**config.mk**
```make
export PLATFORM = sky130hd
export DESIGN_NAME = rr_stream_arbiter
export DESIGN_NICKNAME = d
export VERILOG_FILES = /design/src/rtl/rr_stream_arbiter.sv
export SDC_FILE = /design/constraint.sdc
export NUM_CORES = 1
export LEC_CHECK = 0
export BUFFER_PORTS_ARGS = -buffer_cell sky130_fd_sc_hd__buf_2
export CORE_MARGIN = 3
export CORE_UTILIZATION = 43
export CTS_CLUSTER_DIAMETER = 100
export DETAILED_ROUTE_END_ITERATION = 16
export GPL_ROUTABILITY_DRIVEN = 0
export HOLD_SLACK_MARGIN = 0.06
export PLACE_DENSITY = 0.9
export SYNTH_ARGS = -nofsm -noshare
export SYNTH_HDL_FRONTEND = slang
export SYNTH_SLANG_ARGS = --single-unit
```
**constraint.sdc**
```tcl
create_clock -name BUS_CLK -period 5.4 [get_ports BUS_CLK]
set_input_delay 0.27 -clock BUS_CLK [delete_from_list [all_inputs] [get_ports BUS_CLK]]
set_output_delay 0.27 -clock BUS_CLK [all_outputs]
set_load 0.1 [all_outputs]
```
**src/rtl/rr_stream_arbiter.sv**
```systemverilog
// rr_stream_arbiter: round-robin merge of N FWFT source FIFOs into one registered output stream.
// Define RR_ARB_BURST_LIMIT_EN to cap each grant at MAX_BURST pops unless the channel holds.
module rr_stream_arbiter #(
  parameter int CHANNELS = 5,
  parameter int DATA_WIDTH = 32,
  parameter int MAX_BURST = 16,
  localparam int CW = (CHANNELS > 1) ? $clog2(CHANNELS) : 1
) (
  input  logic                           BUS_CLK,
  input  logic                           BUS_RST_N,
  input  logic [CHANNELS-1:0]            ENABLE,
  input  logic [CHANNELS-1:0]            WRITE_REQ,
  input  logic [CHANNELS-1:0]            HOLD_REQ,
  input  logic [CHANNELS*DATA_WIDTH-1:0] DATA_IN,
  output logic [CHANNELS-1:0]            READ_GRANT,
  input  logic                           OUT_READY,
  output logic                           OUT_VALID,
  output logic [DATA_WIDTH-1:0]          OUT_DATA,
  output logic [CW-1:0]                  OUT_CHANNEL,
  output logic                           BUSY
);
  typedef enum logic {IDLE, GRANT} state_t;
  state_t state;
  logic [CW-1:0] g, last, pick, idx;
  logic [CHANNELS-1:0] req;
  logic [DATA_WIDTH-1:0] words [CHANNELS];
  logic pop, rel, burst_done;
  if (CHANNELS < 2 || CHANNELS > 32 || MAX_BURST < 1 || MAX_BURST > 256) begin : g_bad_param
    $error("rr_stream_arbiter: parameter out of range");
  end
  for (genvar i = 0; i < CHANNELS; i++) begin : g_words
    assign words[i] = DATA_IN[i*DATA_WIDTH +: DATA_WIDTH];
  end
  assign req = ENABLE & (WRITE_REQ | HOLD_REQ);
  // Scan from farthest to nearest so the channel right after 'last' wins.
  always_comb begin
    pick = last;
    idx = '0;
    for (int k = CHANNELS; k >= 1; k--) begin
      idx = CW'((int'(last) + k) % CHANNELS);
      if (req[idx]) pick = idx;
    end
  end
  assign pop = BUS_RST_N && state == GRANT && WRITE_REQ[g] && ENABLE[g] && (!OUT_VALID || OUT_READY);
  assign READ_GRANT = {CHANNELS{pop}} & (CHANNELS'(1) << g);
  assign rel = state == GRANT && !HOLD_REQ[g] && ((!pop && !WRITE_REQ[g]) || !ENABLE[g] || burst_done);
  assign BUSY = state == GRANT;
`ifdef RR_ARB_BURST_LIMIT_EN
  logic [7:0] burst_cnt;
  assign burst_done = pop && int'(burst_cnt) >= MAX_BURST - 1;
`else
  assign burst_done = 1'b0;
`endif
  always_ff @(posedge BUS_CLK) begin
    if (!BUS_RST_N) begin
      state <= IDLE;
      g <= '0;
      last <= CW'(CHANNELS - 1);
      OUT_VALID <= 1'b0;
      OUT_DATA <= '0;
      OUT_CHANNEL <= '0;
`ifdef RR_ARB_BURST_LIMIT_EN
      burst_cnt <= '0;
`endif
    end else begin
      if (state == IDLE && |req) begin
        state <= GRANT;
        g <= pick;
`ifdef RR_ARB_BURST_LIMIT_EN
        burst_cnt <= '0;
`endif
      end else if (rel) begin
        state <= IDLE;
        last <= g;
      end
`ifdef RR_ARB_BURST_LIMIT_EN
      if (pop && int'(burst_cnt) < MAX_BURST && burst_cnt != 8'hff) burst_cnt <= burst_cnt + 8'd1;
`endif
      if (pop) begin
        OUT_VALID <= 1'b1;
        OUT_DATA <= words[g];
        OUT_CHANNEL <= g;
      end else if (OUT_READY) OUT_VALID <= 1'b0;
    end
  end
endmodule

```
* Word-level counts from Yosys, hierarchy flattened
Cells that the tools add are included.
** Storage, ports and cells
- Flip-flop bits (word level) :: 43
- Latch bits :: 0
- Memory bits (writable) :: 0
- Memory bits (read-only) :: 0
- Bits of input ports :: 178
- Output and inout port bits :: 42
- Word-level logic and storage cells :: 77
- Memories :: 0
** Operators by class
- Add/sub/neg operators :: 5
- Multipliers :: 0
- Div/mod/pow operators :: 5
- Magnitude comparators :: 7
- Eq/ne operators :: 0
- Shift operators :: 1
- Muxes and demuxes :: 28
- Bitwise gates (word level) :: 6
- Reduce and logical (&&, ||, !) cells :: 19
** Operator list (count)
- $mod A32 B4 Y32 const B :: 5
- $bmux W32 S3 :: 1
- $mux W32 :: 2
- $bmux W1 S3 :: 8
- $lt A3 B4 Y1 const B :: 6
- $mux W3 :: 5
- $mux W1 :: 12
- $and A5 B5 Y5 :: 2
- $add A3 B2 Y4 const B :: 2
- $add A3 B3 Y4 const B :: 2
- $logic_and A1 B1 Y1 :: 8
- $logic_not A1 Y1 :: 5
- $or A5 B5 Y5 :: 1
- $reduce_or A5 Y1 :: 1
- $shl A1 B3 Y5 const A :: 1
- $add A3 B1 Y4 const B :: 1
- $ge A4 B4 Y1 const B :: 1
- $not A3 Y4 :: 1
- $reduce_bool A2 Y1 :: 2
- $logic_or A1 B1 Y1 :: 2
- $not A1 Y1 :: 2
- $reduce_and A2 Y1 :: 1

* Longest topological paths before layout
Gate-level depths: netlist (run 1).
- Word-level depth :: 11
- Mapped depth :: 22
- Depth with buffers taken out :: 18

* Least setup slack after synthesis (run 1)
No wires, ideal clock.
- Path kind :: reg2reg
- Start point :: register last[0]
- End point :: register g[0]
- Setup time :: 140 ps
- Arrival :: 4943 ps
- Data required time :: 5260 ps
- Setup slack :: 317 ps
- Stages on the path, launching flop included :: 22
- Path buffers :: 4
- Period minus slack after synthesis :: 5083 ps
- Cells stage by stage :: dfxtp_1 -> buf_2 -> buf_1 -> clkbuf_1 -> inv_1 -> ha_1 -> clkbuf_1 -> inv_1 -> ha_1 -> or3b_2 -> o22ai_1 -> or2_1 -> ha_1 -> nand2b_1 -> o2111ai_1 -> o211ai_1 -> mux4_2 -> a21oi_1 -> a31oi_1 -> o311a_1 -> o21ai_0 -> a31oi_1
** Between the ends
- Cells in the longest elaborated chain, start to end :: 9
- Elaborated cells between the ends (all ways) :: 25
- Classes of those cells :: add/sub: 5; div: 5; mux: 15
** RTL lines
- start: declaration :: line 24 : logic [CW-1:0] g, last, pick, idx;
- start signal: assignment :: line 58 : last <= CW'(CHANNELS - 1);
- start signal: assignment :: line 74 : last <= g;
- $add A3 B3 Y4 :: line 40 : idx = CW'((int'(last) + k) % CHANNELS);
- $mod A32 B4 Y32 :: line 40
- $bmux W1 S3 :: line 41 : if (req[idx]) pick = idx;
- $mux W1 (not written as such) :: line 41
- $mux W3 (4 in series) :: line 41
- $mux W3 * :: line 41
- end signal: assignment :: line 68 : g <= pick;
- end: declaration :: line 24
Mark *: on every way between the ends. The rest lies on a longest branch, timed or not. The select of a mux whose other input is x is not followed.
A chain may end at the register's enable or synchronous reset.

* Final worst setup path (run 1)
Ends and elaborated chain as after synthesis.

==> flow_summary.json, run 1 <==
{
  "setup_viol": 0,
  "cts_tree": "yes",
  "placedInstanceArea_sq_um": 5840,
  "critPathLaunch": "last[0]",
  "reg_to_reg_critical_path_endpoint": "g[0]",
  "worst-r2r-cell-count": 18,
  "clock_slew_at_the_register_clock_pins_of_the_worst_setup_and_hold_paths_ps": 100,
  "synth_seq_cells": 43,
  "layout-drive-gt1-share": 0.404,
  "yosys.area_share.adder": 0.0701,
  "floorplan.die_area_sq_um": 12100,
  "detailedRoute.firstIterationViolations": 560,
  "hpwl_mm": 14.1,
  "final-max-slew-violation-count": 0,
  "grt_pass1_wl_mm": 26.1,
  "required_ps": 5580,
  "mean_number_of_vias_per_cell": 6.30,
  "netlist.top_cell.by_area": "dfxtp_1",
  "max_slew_margin": 0.227,
  "synth_edf_count": 0,
  "cp-end-kind": "register",
  "muxShareOfSynthArea": 0.209,
  "antenna_found_initial": 5,
  "post_drt_wl_per_cell_um": 20.5,
  "total_nets_after_synthesis": 725,
  "reg2reg_slack_ps": 410,
  "final.setup.tns_ps": 0,
  "postSynth.topFlopCell": "dfxtp_1",
  "cts.root.buffer_cell": "clkbuf_8",
  "grt_setup_unrepaired": "false",
  "globalRouteTotalUtil": 0.282,
  "die_width_um": 110,
  "r2r_start": "last[0]",
  "h-tree-depth": 2,
  "critPathKind": "register to register",
  "post_synth_main_area_contributors": "dfxtp_1 (19%), mux4_2 (17%), o211a_1 (7.1%)",
  "fraction_of_post_synthesis_cell_area_in_the_top_cell_type_by_area": 0.185,
  "final.period_utilization": 0.924,
  "final.min_clock_period_ps": 4990,
  "fin_nets": 920,
  "synth_compound_area_frac": 0.297,
  "antenna_nets_post_route": 0,
  "final_design_area_no_fill_sq_um": 5970,
  "clock_sink_count": 43,
  "leakagePower_nw": 3.09,
  "die_h_um": 110,
  "core.rowCount": 37,
  "max_freq_mhz": 200,
  "ctsLongestPathBuffers": 2,
  "tightestPinTransition_ps": 1150,
  "cts-hold-fix-buffers": 0,
  "cp_max_fo": 10,
  "critPathLaunchType": "register",
  "floorplan.initialDensity": 0.446,
  "remaining_overflow_grt": 0,
  "cts_buffer_count": 5,
  "layout-area-overhead-vs-synth_pct": 28.6,
  "synthArstFlopShare": 0,
  "worstPathArrival_ps": 5170,
  "power_density_nw_per_um2": 412,
  "postSynthAreaPerCell_sq_um": 8.91,
  "finalWirelength_mm": 17.6,
  "synth_simple_gate_area_frac": 0.171,
  "utilization_after_layout": 0.573,
  "insertion_delay_ps": 310,
  "synth-xor-area-share": 0.0162,
  "synth-seq-area-share": 0.185,
  "floorplan.core_area_sq_um": 10400,
  "pin_count": 220,
  "hold_class": "input port to register",
  "report.final.hold_viol_count": 0,
  "number_of_violations_of_the_max_capacitance_limit": 0,
  "vias": 5398,
  "endpoint": "g[0]",
  "clock_skew_ps": 6.02,
  "combinational_family_with_the_most_area_after_synthesis": "compound AO/OA/AOI/OAI gates",
  "route.detailed.drc": 0,
  "synth.cell_area_sq_um": 4640,
  "synth-warning-count": 0,
  "outcome": "completed",
  "gate_count_after_technology_mapping": 521,
  "grt_start_max_net_pins": 68,
  "count_of_cell_types_in_the_netlist": 69,
  "firstDrtPassIters": 5,
  "max-vdd-ir-drop_v": 0.000196,
  "port_buffers": 219,
  "via_count_of_the_first_global_routing_pass": 5060
}
==> metrics by stage <==
step                hold slack [ps]  power, mW  instances  setup slack [ps]
global route                    337       2.61        856              20.4
CTS                             313       2.43        853               454
finish                          325       2.46        857               410
detailed placement              474       2.16        845               453
floorplan                       486       1.78        521               317
global placement                471       2.12        845               652
==> worst max-delay path: stages, from the launching register on <==
cell       delay (ps)
dfxtp_1           530
inv_1             170
ha_1              350
xnor2_1           450
inv_2             120
ha_1              230
or3b_2            450
o22ai_1           250
or2_1             220
ha_1              170
nand2b_1          120
o2111ai_1         120
o211ai_1          300
mux4_2            410
a21oi_1           230
a31oi_1           130
o311a_1           350
o21ai_0           170
a31oi_1           100
==> worst min-delay path by stage <==
stage / from / cells past startpoint / endpoint
after floorplan: OUT_READY / 3 / OUT_VALID
after global placement: OUT_CHANNEL[0] / 2 / OUT_CHANNEL[0]
after detailed placement: OUT_CHANNEL[0] / 2 / OUT_CHANNEL[0]
after CTS: DATA_IN[148] / 4 / OUT_DATA[20]
after global routing: DATA_IN[130] / 4 / OUT_DATA[2]
final: DATA_IN[140] / 4 / OUT_DATA[12]
==> state kept, by name, indices dropped and copies added (netlist names) <==
| register | cells |
|---|---|
| g | 3 |
| OUT_VALID | 1 |
| OUT_DATA | 32 |
| last | 3 |
| BUSY | 1 |
| OUT_CHANNEL | 3 |
==> layer usage <==
| metal | global-route usage | vias to the layer above | wire length (um) |
|---|---|---|---|
| li1 | - | 2462 | - |
| met1 | 0.333 | 2528 | 6280 |
| met2 | 0.445 | 333 | 8390 |
| met3 | 0.116 | 71 | 2050 |
| met4 | 0.128 | 4 | 862 |
| met5 | 0 | - | 20 |
==> cell type report <==
cell class / instances / area [sq um]
Antenna cell: 4 / 10.0
Clock buffer: 5 / 68.8
Clock inverter: 3 / 43.8
Fill cell: 929 / 4450
Inverter: 20 / 75.1
Multi-Input combinational cell: 416 / 3560
Sequential cell: 43 / 863
Tap cell: 136 / 170
Timing Repair Buffer: 230 / 1180
==> power breakdown <==
group,leakage [nW],switching [mW],total (mW),internal (mW)
combinational,2.69,1.09,1.76,0.665
sequential,0.350,0.0656,0.433,0.367
clock,0.0581,0.131,0.269,0.138
total,3.09,1.29,2.46,1.17
==> placed cells by master (no fill, tap or decap), drive strengths merged, types with 5 or more instances in the layout <==
cell and count:
a211oi 5, a21oi 14, a22oi 35, a31oi 9
buf 230, clkbuf 5, dfxtp 43, ha 26
inv 19, mux2i 17, mux4 35, nand2 60
nand2b 8, nand3 6, nor2 21, nor2b 8
nor3 9, nor4 5, o211a 33, o211ai 7
o21a 9, o21ai 22
==> cell usage after synthesis (4+ instances only) <==
library cell / n
ha_1: 26
mux2i_1: 17
a31oi_1: 9
nor3_1: 9
o21a_1: 9
nand4_1: 4
mux4_2: 35
o21ai_0: 17
inv_2: 4
nand2b_1: 8
nor2b_1: 8
or4_1: 4
a41o_1: 4
a211oi_1: 5
o211a_1: 33
a22oi_1: 35
and3_1: 4
nor2_1: 21
buf_1: 8
nor4_1: 5
a21oi_1: 13
nand3_1: 6
xnor2_1: 4
o211ai_1: 7
nand2_1: 60
clkbuf_1: 31
inv_1: 15
o311a_1: 4
dfxtp_1: 43
o21ai_1: 5
==> cells by family after synthesis <==
| logic type | count (synthesis) |
|---|---|
| buf+inv | 62 |
| simple gates | 151 |
| mux | 53 |
| fa+ha+maj | 26 |
| xor+xnor | 7 |
| compound gates | 179 |
| flops | 43 |
==> repair_timing <==
item,in CTS,in global routing
resized for setup,0,1
buffers inserted,0,0
endpoints found under the hold margin,0,0
endpoints found under the setup margin,0,1
Note: power is estimated with default switching activity, not from simulation.
==> run 2, diff against run 1 <==
Settings changed: CORE_UTILIZATION 43 to 48, PLACE_DENSITY 0.9 to default, PLACE_DENSITY_LB_ADDON from default to 0.3.
Clock period 5.4 ns to 5.45 ns, I/O delays scaled along.
==> run 2 against run 1 <==
Effect of this change:
- critical path depth is 2 lower
- non-clock buffer count unchanged
- register-to-register slack barely moved
- cell count down 1.3%
- sequential power increased by 8.3%
- clock power rose by 4%
==> flow_summary.json, run 2 (same netlist as run 1, synthesis figures left out) <==
{
  "outcome": "completed",
  "placedCellCount": 838,
  "grt_pass1_wl_mm": 26.1,
  "setup_viol": 0,
  "final.period_utilization": 0.925,
  "number_of_violations_of_the_max_capacitance_limit": 0,
  "cts_buffer_count": 5,
  "remaining_overflow_grt": 0,
  "clock_sink_count": 43,
  "max_slew_margin": 0.319,
  "insertion_delay_ps": 310,
  "detailedRoute.firstIterationViolations": 477,
  "max_freq_mhz": 198,
  "holdPathEnd": "OUT_VALID",
  "floorplan.core_area_sq_um": 9330,
  "ctsLongestPathBuffers": 2,
  "pwr-share-clk": 0.114,
  "tightestPinTransition_ps": 1020,
  "hpwl_mm": 13.1,
  "n_antenna_cell": 0,
  "largest_reg_flops": 32,
  "port_buffers": 219,
  "grt_setup_unrepaired": "false",
  "clock_slew_at_the_register_clock_pins_of_the_worst_setup_and_hold_paths_ps": 90,
  "hold_class": "input port to register",
  "h-tree-depth": 2,
  "layout-area-overhead-vs-synth_pct": 28.5,
  "final-max-slew-violation-count": 0,
  "reg_to_reg_critical_path_endpoint": "g[1]",
  "firstDrtPassIters": 6,
  "worstPathArrival_ps": 5250,
  "mean_number_of_vias_per_cell": 6.28,
  "n_fill_cell": 793,
  "power_density_nw_per_um2": 415,
  "via_count_of_the_first_global_routing_pass": 5217,
  "vias": 5309,
  "layout.area.seq_sq_um": 863,
  "fin_nets": 920,
  "reg2reg_slack_ps": 410,
  "final-instance-count-excl-fill": 846,
  "critPathLaunchType": "register",
  "finalWirelength_mm": 16.7,
  "cts.root.buffer_cell": "clkbuf_8",
  "core.rowCount": 35,
  "cp-end-kind": "register",
  "multi_input_comb_area_sq_um": 3570,
  "leakagePower_nw": 3.10,
  "pin_count": 220,
  "mostFrequentLayoutCells": "buf_2 (219), nand2_1 (60), dfxtp_1 (41)",
  "antenna_nets_post_route": 0,
  "required_ps": 5660,
  "share_of_total_power_consumed_by_net_switching": 0.525,
  "worst-r2r-cell-count": 16,
  "top_register": "OUT_DATA",
  "seq_power_share": 0.189,
  "holdPathStages": 4,
  "route.detailed.drc": 0,
  "combPwrFrac": 0.697,
  "min_from": "OUT_READY",
  "final.min_clock_period_ps": 5040,
  "layout-drive-gt1-share": 0.406,
  "die_width_um": 104,
  "floorplan.die_area_sq_um": 10900,
  "grt_start_max_net_pins": 58,
  "critPathKind": "register to register",
  "mostFrequentLayoutCell": "buf_2",
  "max-vdd-ir-drop_v": 0.000191,
  "post_drt_wl_per_cell_um": 19.8,
  "die_h_um": 104,
  "report.final.hold_viol_count": 0,
  "globalRouteTotalUtil": 0.292,
  "antenna_found_initial": 0,
  "p_total_mw": 2.48,
  "r2r_start": "last[1]",
  "p_int_mw": 1.18,
  "cts_tree": "yes",
  "final.setup.tns_ps": 0,
  "cp_max_fo": 11,
  "power.net_switching_mw": 1.30,
  "floorplan.initialDensity": 0.498,
  "postCtsSetupBuffers": 0,
  "clock_skew_ps": 9.50
}
## run 2: through the flow
step                 util  hold slack (ps)  area (sq um)  setup slack (ps)
floorplan               -              488          4640               367
detailed placement  0.625              481          5830               405
global route        0.640              333          5970               113
CTS                 0.638              309          5950               382
global placement    0.625              464          5830               718
finish              0.640              300          5970               410
## run 2: critical path, cell delays in order (launching register included)
cell      delay, ps
dfxtp_1         610
ha_1            270
xor2_1          340
ha_1            370
nor4b_4          80
nor4_2          480
nor2_1          210
ha_1            290
nand2b_1        130
nor2b_1         220
a221o_1         340
mux4_2          570
o31ai_1         390
a211oi_1        100
a311oi_1        240
o21ai_1         120
a21o_1          180
## run 2: layer usage
layer / track usage / wire [um] / vias up
li1: - / - / 2445
met5: 0 / 0 / -
met1: 0.355 / 6340 / 2518
met3: 0.0521 / 1310 / 49
met4: 0.0864 / 440 / 0
met2: 0.524 / 8650 / 297
## run 2: worst max path at each step
stage	from	to	slack [ps]
floorplan	last[0]	g[0]	370
global placement	last[1]	g[1]	720
detailed placement	last[1]	g[1]	400
CTS	last[1]	g[1]	380
global route	last[1]	g[0]	110
finish	last[1]	g[1]	410
## run 2: power by group through the flow
stage                     Combinational, mW  Sequential (mW)  Clock [mW]
after detailed placement               1.68            0.476           0
final                                  1.73            0.469       0.281
after global routing                   1.86            0.482       0.290
after CTS                              1.69            0.469       0.276
after global placement                 1.62            0.470           0
after floorplan                        1.11            0.648           0
## run 2: what timing repair did
action	in CTS	in global routing
endpoints found under the setup margin	0	2
hold buffers	0	0
hold endpoints to repair	0	0
gates resized for setup	0	2
## run 2: layout make-up
cell class              count  share of cell area
multi-input cells         416               0.598
repair buffers            230               0.198
flip-flops and latches     43               0.145
well taps                 129              0.0270
clock buffers               6              0.0138
inverters                  20              0.0126
clock inverters             2             0.00650
==> run 3, diff against run 2 <==
Settings changed: PLACE_DENSITY_LB_ADDON 0.3 to 0.1, REMOVE_ABC_BUFFERS from default to 1.
==> run 3 against run 2 <==
Effect of this change:
- combinational power decreased by 2%
- largest power group unchanged
- clock skew decreased by 0.52 ps
- critical path type unchanged
- fmax increased by 0.40%
- clock power decreased by 22%
- wire length decreased by 6.5%
- largest cell class unchanged
- sequential power decreased by 6.4%
==> flow_summary.json, run 3 (same netlist as run 1, synthesis figures left out) <==
{
  "setup_viol": 0,
  "remaining_overflow_grt": 0,
  "detailedRoute.firstIterationViolations": 372,
  "pin_count": 220,
  "port_buffers": 219,
  "antenna_found_initial": 0,
  "antenna_nets_post_route": 0,
  "r2r_start": "last[1]",
  "worst-r2r-cell-count": 18,
  "layout-drive-gt1-share": 0.401,
  "reg_to_reg_critical_path_endpoint": "g[0]",
  "tightestPinTransition_ps": 1060,
  "postCtsSetupBuffers": 0,
  "grt_setup_unrepaired": "false",
  "max_freq_mhz": 199,
  "worst_slack_ps": 430,
  "core.rowCount": 35,
  "p_total_mw": 2.35,
  "clock_skew_ps": 8.98,
  "min_from": "OUT_READY",
  "largest_reg_flops": 32,
  "floorplan.initialDensity": 0.498,
  "grt_pass1_wl_mm": 25.1,
  "n_antenna_cell": 0,
  "grt_start_max_net_pins": 68,
  "post_cts_resize_count": 0,
  "outcome": "completed",
  "critPathKind": "register to register",
  "cp_max_fo": 11,
  "holdPathStages": 4,
  "max-vdd-ir-drop_v": 0.000172,
  "cts_tree": "yes",
  "final-instance-count-excl-fill": 844,
  "hpwl_mm": 12.0,
  "hold_class": "input port to register",
  "final-max-slew-violation-count": 0,
  "floorplan.core_area_sq_um": 9330,
  "finalWirelength_mm": 15.6,
  "placedCellCount": 836,
  "mostFrequentLayoutCell": "buf_2",
  "report.final.hold_viol_count": 0,
  "number_of_violations_of_the_max_capacitance_limit": 0,
  "timing.hold.ws_ps": 294,
  "insertion_delay_ps": 300,
  "vias": 5147,
  "max_slew_margin": 0.289,
  "ctsLongestPathBuffers": 2,
  "mostFrequentLayoutCells": "buf_2 (219), nand2_1 (60), dfxtp_1 (41)",
  "die_h_um": 104,
  "firstDrtPassIters": 5,
  "layout-area-overhead-vs-synth_pct": 27.3,
  "via_count_of_the_first_global_routing_pass": 5106,
  "floorplan.die_area_sq_um": 10900,
  "required_ps": 5620,
  "leakagePower_nw": 3.07,
  "clock_slew_at_the_register_clock_pins_of_the_worst_setup_and_hold_paths_ps": 100,
  "cts-hold-fix-buffers": 0,
  "dp_worst_setup_slack_ps": 560,
  "final.min_clock_period_ps": 5020,
  "cts_buffer_count": 5,
  "worstPathArrival_ps": 5190,
  "utilization_after_layout": 0.634,
  "reg2reg_slack_ps": 430,
  "cp-end-kind": "register",
  "final.period_utilization": 0.921,
  "cts.root.buffer_cell": "clkbuf_8",
  "mean_number_of_vias_per_cell": 6.10,
  "critPathLaunchType": "register",
  "h-tree-depth": 2,
  "power_density_nw_per_um2": 398,
  "top_register": "OUT_DATA",
  "fin_nets": 918,
  "holdPathEnd": "OUT_VALID",
  "globalRouteTotalUtil": 0.277,
  "die_width_um": 104,
  "clock_sink_count": 43,
  "post_drt_wl_per_cell_um": 18.5,
  "route.detailed.drc": 0
}
-- run 3: worst max-delay path, cell delays in order, from the launching register on --
cell       delay [ps]
dfxtp_1           610
inv_1             130
ha_1              310
xnor2_1           500
inv_2             130
ha_1              240
or3b_2            470
o22ai_1           260
or2_1             230
ha_1              150
nand2b_1          120
o2111ai_1         110
o211ai_1          290
mux4_2            380
a21oi_1           240
a31oi_1           120
o311a_1           330
o21ai_0           160
a31oi_1           100
-- run 3: worst max-delay path by stage --
stage | startpoint | end | slack (ps) | depth (start not counted)
CTS | last[1] | g[0] | 540 | 18
global placement | last[1] | g[1] | 710 | 16
finish | last[1] | g[0] | 430 | 18
floorplan | g[0] | OUT_CHANNEL[0] | -610 | 4
global route | last[1] | g[0] | 110 | 18
detailed placement | last[1] | g[1] | 560 | 16
-- run 3: final cells by class --
| cell class | instances | area [sq um] |
|---|---|---|
| clock buffers | 5 | 68.8 |
| clock inverters | 3 | 23.8 |
| fillers | 842 | 3420 |
| inverters | 20 | 75.1 |
| multi-input cells | 416 | 3550 |
| flip-flops and latches | 43 | 863 |
| well taps | 129 | 161 |
| repair buffers | 228 | 1160 |
-- run 3: metal layers --
| metal | global-route usage | vias to the layer above | routed length [um] |
|---|---|---|---|
| li1 | - | 2444 | - |
| met1 | 0.347 | 2440 | 6360 |
| met2 | 0.490 | 234 | 7840 |
| met3 | 0.0497 | 29 | 1150 |
| met4 | 0.0741 | 0 | 299 |
| met5 | 0 | - | 0 |
-- run 3: power by group --
| group | switching (mW) | internal (mW) |
|---|---|---|
| clock | 0.128 | 0.0919 |
| combinational | 1.04 | 0.655 |
| sequential | 0.0761 | 0.363 |
| total | 1.24 | 1.11 |
-- run 3: through the flow --
step	TNS, ps	area [sq um]
floorplan	-19870	4480
global route	0	5910
finish	0	5910
global placement	0	5820
detailed placement	0	5820
CTS	0	5910
